--- src/rtl/node_seq_ctrl.sv ---
// ============================================================================
// node_seq_ctrl : time-multiplexed neuron sequencer
// Evaluates N_NODE step-activated neurons with one shared FP multiplier/adder.
// Revision: 1.0  initial release
// ============================================================================
`default_nettype none

module node_seq_ctrl #(
  parameter int N_IN   = 10,
  parameter int N_NODE = 4,
  parameter int AW     = $clog2(N_IN),
  parameter int WW     = $clog2(N_NODE*(N_IN+1)),
  parameter int IW     = (N_NODE > 1) ? $clog2(N_NODE) : 1
) (
  input  logic          clk,
  input  logic          rst,
  input  logic          start,
  output logic          busy,
  output logic          done,
  output logic          rd_en,
  output logic [AW-1:0] a_addr,
  output logic [WW-1:0] w_addr,
  input  logic [31:0]   a_data,
  input  logic [31:0]   w_data,
  output logic          out_valid,
  output logic [IW-1:0] out_idx,
  output logic [31:0]   out_data
);

  typedef enum logic [2:0] {
    S_IDLE, S_FETCH, S_MAC, S_BFETCH, S_BADD, S_OUT, S_DONE
  } state_t;

  // m[26] is the hidden bit, m[2] guard, m[1:0] round/sticky; round-to-nearest-even.
  function automatic logic [31:0] fp_round(input logic s, input logic signed [9:0] e,
                                           input logic [26:0] m);
    logic [24:0]       r;
    logic signed [9:0] er;
    logic              inc;
    inc = m[2] & (m[1] | m[0] | m[3]);
    r   = {1'b0, m[26:3]} + {24'h0, inc};
    er  = e;
    if (r[24]) begin
      r  = r >> 1;
      er = er + 10'sd1;
    end
    if (er >= 10'sd255) return {s, 8'hff, 23'h0};
    if (er <= 10'sd0)   return {s, 31'h0};
    return {s, er[7:0], r[22:0]};
  endfunction

  function automatic logic [31:0] fp_mul(input logic [31:0] a, input logic [31:0] b);
    logic              s;
    logic [47:0]       p;
    logic signed [9:0] e;
    logic [26:0]       m;
    s = a[31] ^ b[31];
    if (a[30:23] == 8'hff || b[30:23] == 8'hff) return {s, 8'hff, 23'h0};
    if (a[30:23] == 8'h00 || b[30:23] == 8'h00) return {s, 31'h0};
    p = {24'h0, 1'b1, a[22:0]} * {24'h0, 1'b1, b[22:0]};
    e = $signed({2'b00, a[30:23]}) + $signed({2'b00, b[30:23]}) - 10'sd127;
    if (p[47]) begin
      e = e + 10'sd1;
      m = {p[47:22], |p[21:0]};
    end else begin
      m = {p[46:21], |p[20:0]};
    end
    return fp_round(s, e, m);
  endfunction

  // A zero operand passes the other through unchanged, so +0 + -0 keeps the -0.
  function automatic logic [31:0] fp_add(input logic [31:0] a, input logic [31:0] b);
    logic [31:0]       x, y;
    logic [7:0]        d;
    logic [49:0]       ys;
    logic [26:0]       mx, my;
    logic [27:0]       sum;
    logic signed [9:0] e;
    if (a[30:23] == 8'h00) return b;
    if (b[30:23] == 8'h00) return a;
    if (a[30:23] == 8'hff) return a;
    if (b[30:23] == 8'hff) return b;
    if (a[30:0] >= b[30:0]) begin
      x = a; y = b;
    end else begin
      x = b; y = a;
    end
    d  = x[30:23] - y[30:23];
    ys = {1'b1, y[22:0], 26'h0} >> d;
    my = (d > 8'd26) ? 27'd1 : {ys[49:24], |ys[23:0]};
    mx = {1'b1, x[22:0], 3'b000};
    e  = $signed({2'b00, x[30:23]});
    if (x[31] == y[31]) begin
      sum = {1'b0, mx} + {1'b0, my};
      if (sum[27]) begin
        mx = {sum[27:2], sum[1] | sum[0]};
        e  = e + 10'sd1;
      end else begin
        mx = sum[26:0];
      end
    end else begin
      mx = mx - my;
      if (mx == 27'h0) return 32'h0;
      for (int i = 0; i < 26; i++) begin
        if (!mx[26]) begin
          mx = mx << 1;
          e  = e - 10'sd1;
        end
      end
    end
    return fp_round(x[31], e, mx);
  endfunction

  state_t        state_q, state_d;
  logic [IW-1:0] node_q, node_d;
  logic [AW-1:0] k_q, k_d;
  logic [31:0]   acc_q, acc_d;
  logic          busy_d, done_d, rd_en_d, out_valid_d;
  logic [AW-1:0] a_addr_d;
  logic [WW-1:0] w_addr_d, base_d;
  logic [IW-1:0] out_idx_d;
  logic [31:0]   out_data_d;

  always_comb begin
    state_d = state_q;
    node_d  = node_q;
    k_d     = k_q;
    acc_d   = acc_q;
    case (state_q)
      S_IDLE: if (start) begin
        node_d  = '0;
        k_d     = '0;
        acc_d   = 32'h0;
        state_d = S_FETCH;
      end
      S_FETCH:  state_d = S_MAC;
      S_MAC: begin
        acc_d = fp_add(acc_q, fp_mul(a_data, w_data));
        if (k_q == AW'(N_IN-1)) begin
          state_d = S_BFETCH;
        end else begin
          k_d     = k_q + 1'b1;
          state_d = S_FETCH;
        end
      end
      S_BFETCH: state_d = S_BADD;
      S_BADD: begin
        acc_d   = fp_add(acc_q, w_data);
        state_d = S_OUT;
      end
      S_OUT: if (node_q == IW'(N_NODE-1)) begin
        state_d = S_DONE;
      end else begin
        node_d  = node_q + 1'b1;
        k_d     = '0;
        acc_d   = 32'h0;
        state_d = S_FETCH;
      end
      S_DONE:   state_d = S_IDLE;
      default:  state_d = S_IDLE;
    endcase

    // Outputs are registered, so they are derived from the state being entered.
    base_d      = WW'(node_d) * WW'(N_IN+1);
    busy_d      = (state_d != S_IDLE);
    done_d      = (state_d == S_DONE);
    rd_en_d     = (state_d == S_FETCH) || (state_d == S_BFETCH);
    out_valid_d = (state_d == S_OUT);
    a_addr_d    = a_addr;
    w_addr_d    = w_addr;
    out_idx_d   = out_idx;
    out_data_d  = out_data;
    if (state_d == S_FETCH) begin
      a_addr_d = k_d;
      w_addr_d = base_d + WW'(k_d);
    end else if (state_d == S_BFETCH) begin
      a_addr_d = '0;
      w_addr_d = base_d + WW'(N_IN);
    end
    if (state_d == S_OUT) begin
      out_idx_d  = node_d;
      out_data_d = acc_d[31] ? 32'd0 : 32'd1;
    end
  end

  always_ff @(posedge clk) begin
    if (rst) begin
      state_q   <= S_IDLE;
      node_q    <= '0;
      k_q       <= '0;
      acc_q     <= 32'h0;
      busy      <= 1'b0;
      done      <= 1'b0;
      rd_en     <= 1'b0;
      a_addr    <= '0;
      w_addr    <= '0;
      out_valid <= 1'b0;
      out_idx   <= '0;
      out_data  <= 32'h0;
    end else begin
      state_q   <= state_d;
      node_q    <= node_d;
      k_q       <= k_d;
      acc_q     <= acc_d;
      busy      <= busy_d;
      done      <= done_d;
      rd_en     <= rd_en_d;
      a_addr    <= a_addr_d;
      w_addr    <= w_addr_d;
      out_valid <= out_valid_d;
      out_idx   <= out_idx_d;
      out_data  <= out_data_d;
    end
  end

endmodule

`default_nettype wire

--- config.mk ---
export PLATFORM = sky130hd
export DESIGN_NAME = node_seq_ctrl
export DESIGN_NICKNAME = d
export VERILOG_FILES = /design/src/rtl/node_seq_ctrl.sv
export SDC_FILE = /design/constraint.sdc
export NUM_CORES = 2
export LEC_CHECK = 0
export ABC_AREA = 1
export ABC_CLOCK_PERIOD_IN_PS = 44700
export CAP_MARGIN = 15
export CELL_PAD_IN_SITES_DETAIL_PLACEMENT = 1
export CELL_PAD_IN_SITES_GLOBAL_PLACEMENT = 2
export CORE_UTILIZATION = 36
export CTS_CLUSTER_SIZE = 8
export DETAILED_ROUTE_END_ITERATION = 8
export PLACE_DENSITY = 0.92
export SLEW_MARGIN = 20
export SYNTH_ARGS = -nofsm -noshare
export SYNTH_HDL_FRONTEND = slang
export SYNTH_SLANG_ARGS = --single-unit
--- constraint.sdc ---
create_clock -name clk -period 44.7 [get_ports clk]
set_input_delay 13.41 -clock clk [delete_from_list [all_inputs] [get_ports clk]]
set_output_delay 13.41 -clock clk [all_outputs]
set_load 0.005 [all_outputs]
==> summary.txt <==
Chip Height: 437 um
Critical Path Start Type: primary input
Gate Count Post-Synth: 11894
Iter 0 DRT Violations: 4430
Reg area: 0.00116 mm2
Total grt overflow: 0
Drc violations: 0
FF+latch count, synth: 58
Port bufs: 83
Max cap viols: 0
Mean post-synth cell area: 5.72 um2
Hold-critical path depth: 2
GPL Wtd Cong: 0.968
Fillers: 26144
Reg-to-Reg Start: acc_q[23]
Max clock buf depth: 2
Crit Path Max Fanout: 33
Slew headroom: 0.212
Multi-input gate area: 0.0562 mm2
Worst Hold Class: register to register
Clock transition at path regs: 60 ps
WS Path Type: primary input to register
Prevailing post-synth register cell: dfxtp_1
Core footprint: 0.188 mm2
Final nets: 12727
First-pass GRT wire length: 444 mm
Tmin final: 42720 ps
H-tree Lvls: 3
GRT Overall Usage: 0.290
Antenna violations before repair: 6
CTS tree: done
Commonest cells after routing, fill and taps aside: nand2_1 (3717), inv_1 (1993), nand3_1 (1046), nor2_1 (911), fa_1 (486)
Critical Path RT: 45000 ps
Drt first pass iters: 5
Area grow syn2layout: 4.35%
Sink Count: 58
Vias per cell: 5.37
Vias in the first global route: 79398
Post-Syn Area: 0.0680 mm2
Min-delay src: w_addr[5]
Final period utilization: 0.956
Via count: 76521
FF-to-FF End: acc_q[2]
Clk_skew: 9.79 ps
Final Setup Violations: 0
Num CTS Buffers: 9
Synth async-reset ratio: 0
Post-route ant nets: 0
Final setup margin: 1980 ps
Die Width: 437 um
Post-Place Setup Slack: 631 ps
Root buf cell: clkbuf_16
Post-synthesis sequential area ratio: 0.0171
Largest net degree at the start of global routing: 86
Cell row count: 159
Drt total wl: 283 mm
FMAX: 0.0234 GHz
Most common cell after layout, fill and taps aside: nand2_1
Max Slew Vio Count: 0
Worst skew pair latency: 380 ps
CP endpoint kind: register
Io pins: 115
Cells on worst reg2reg path: 128
Status: finished, final reports clean
Post-CTS Hold Buffers: 0
CP arrival: 43030 ps
Worst-margin pin slew: 1170 ps
Critical Path Max Stage Delay: 540 ps
Post-synth EDFFs: 0
Setup_tns: 0 ps
Average wire per standard cell: 19.8 um
Synthesis warning total: 0
Sum of buffers and inverters on the critical path: 31
DIE AREA: 0.191 mm2
Hold EP: w_addr[5]
R2r setup slk: 16810 ps
Synth cell types: 95
Post-DP HPWL: 243 mm
Slowest CP cell: fa_1
Crit path max-delay family: simple AND/OR/NAND/NOR gates
Layout cells sized above 1: 0.0990
Most frequent CP cell: nand2_1
Final hold viol count: 0
Starting Density: 0.362
-- kinds of logic after synthesis --
kind of cell	after synthesis	synth area share
adder cells (fa/ha/maj)	899	0.219
multiplexers	10	0.00147
XOR/XNOR	162	0.0214
AO/OA/AOI/OAI	1296	0.111
other	1	0.0000552
flip-flops	58	0.0171
AND/OR/NAND/NOR	6888	0.469
buffers and inverters	2580	0.161
-- metrics by stage --
step,instance area [um2],util,hold slack (ps),cells
finish,70900,0.378,471,14262
global route,70900,0.378,489,14262
CTS,70900,0.378,473,14254
detailed placement,70500,0.376,463,14238
global placement,70500,0.376,455,14238
floorplan,68100,-,454,11924
-- registers in the layout, indices dropped and copies added (netlist names), 2 cells and up --
signal and count:
out_idx 2, acc_q 32, w_addr 6, a_addr 4, node_q 2, k_q 4
state_q 3
-- routing by layer --
layer	vias to the layer above	global-route usage	wire length, um
li1	37005	-	-
met4	4	0.0694	7420
met1	37360	0.390	130000
met5	-	0	23
met2	1772	0.491	131000
met3	380	0.0315	14300
-- final cells by class --
class / count / share of cell area
Multi-Input combinational cell: 9290 / 0.792
Timing Repair Buffer: 246 / 0.0278
Clock inverter: 7 / 0.00132
Inverter: 2156 / 0.115
Antenna cell: 1 / 0.0000353
Clock buffer: 9 / 0.00318
Sequential cell: 58 / 0.0164
Tap cell: 2495 / 0.0440
-- how the worst max path moves through the flow --
| stage | from | end | slack [ps] | cells after the start |
|---|---|---|---|---|
| detailed placement | a_data[8] | acc_q[8] | 630 | 167 |
| global route | a_data[11] | acc_q[15] | -70 | 180 |
| global placement | a_data[8] | acc_q[17] | 1150 | 169 |
| CTS | a_data[8] | acc_q[21] | 930 | 167 |
| floorplan | w_data[9] | acc_q[14] | 5160 | 183 |
| finish | a_data[11] | acc_q[1] | 1980 | 176 |
-- synth_stat cells, types with 11 or more instances --
master	count	area, um2
nor3_1	99	495
o221ai_1	25	219
inv_2	113	424
nand3_4	22	385
a211oi_1	15	113
clkbuf_1	228	856
nor2_2	87	544
buf_8	13	195
clkbuf_8	43	592
buf_6	22	248
xnor2_1	29	254
o211ai_1	58	435
nand4_2	17	213
fa_1	486	9730
o31ai_1	14	105
nand3_2	108	1080
o22ai_1	35	219
nand3b_1	52	390
ha_1	413	5170
a21oi_2	43	377
nand2_2	292	1830
a22oi_1	48	360
o21ai_1	69	345
buf_4	44	330
nor2_4	39	439
nor2_1	914	3430
nand2_1	3717	14000
nor4_1	38	238
nor2_8	11	220
inv_1	1997	7500
nand3_1	1048	5250
a31oi_1	28	175
nand2_4	101	1140
clkinv_1	27	101
xor2_1	131	1150
o21bai_1	33	248
a21oi_1	428	2140
or2_2	37	231
o21a_1	23	173
buf_1	20	75.1
o21ai_0	420	2100
o21ai_2	15	131
buf_2	35	175
nand4_1	257	1610
dfxtp_1	58	1160
-- repair_timing --
item                       CTS  global route
setup buffers                0             3
resized for setup            0            98
setup endpoints to repair    0            31
-- worst reg2reg max path, delay by kind of cell, from the launching register on --
family	cells	cell delay (ps)
AO/OA/AOI/OAI	16	3440
adder cells (fa/ha/maj)	21	6320
buffers and inverters	27	5150
flip-flops	1	420
AND/OR/NAND/NOR	64	12390
Power is not shown: default switching activity piles up to over one toggle a cycle in this logic, so the estimate is an artifact.
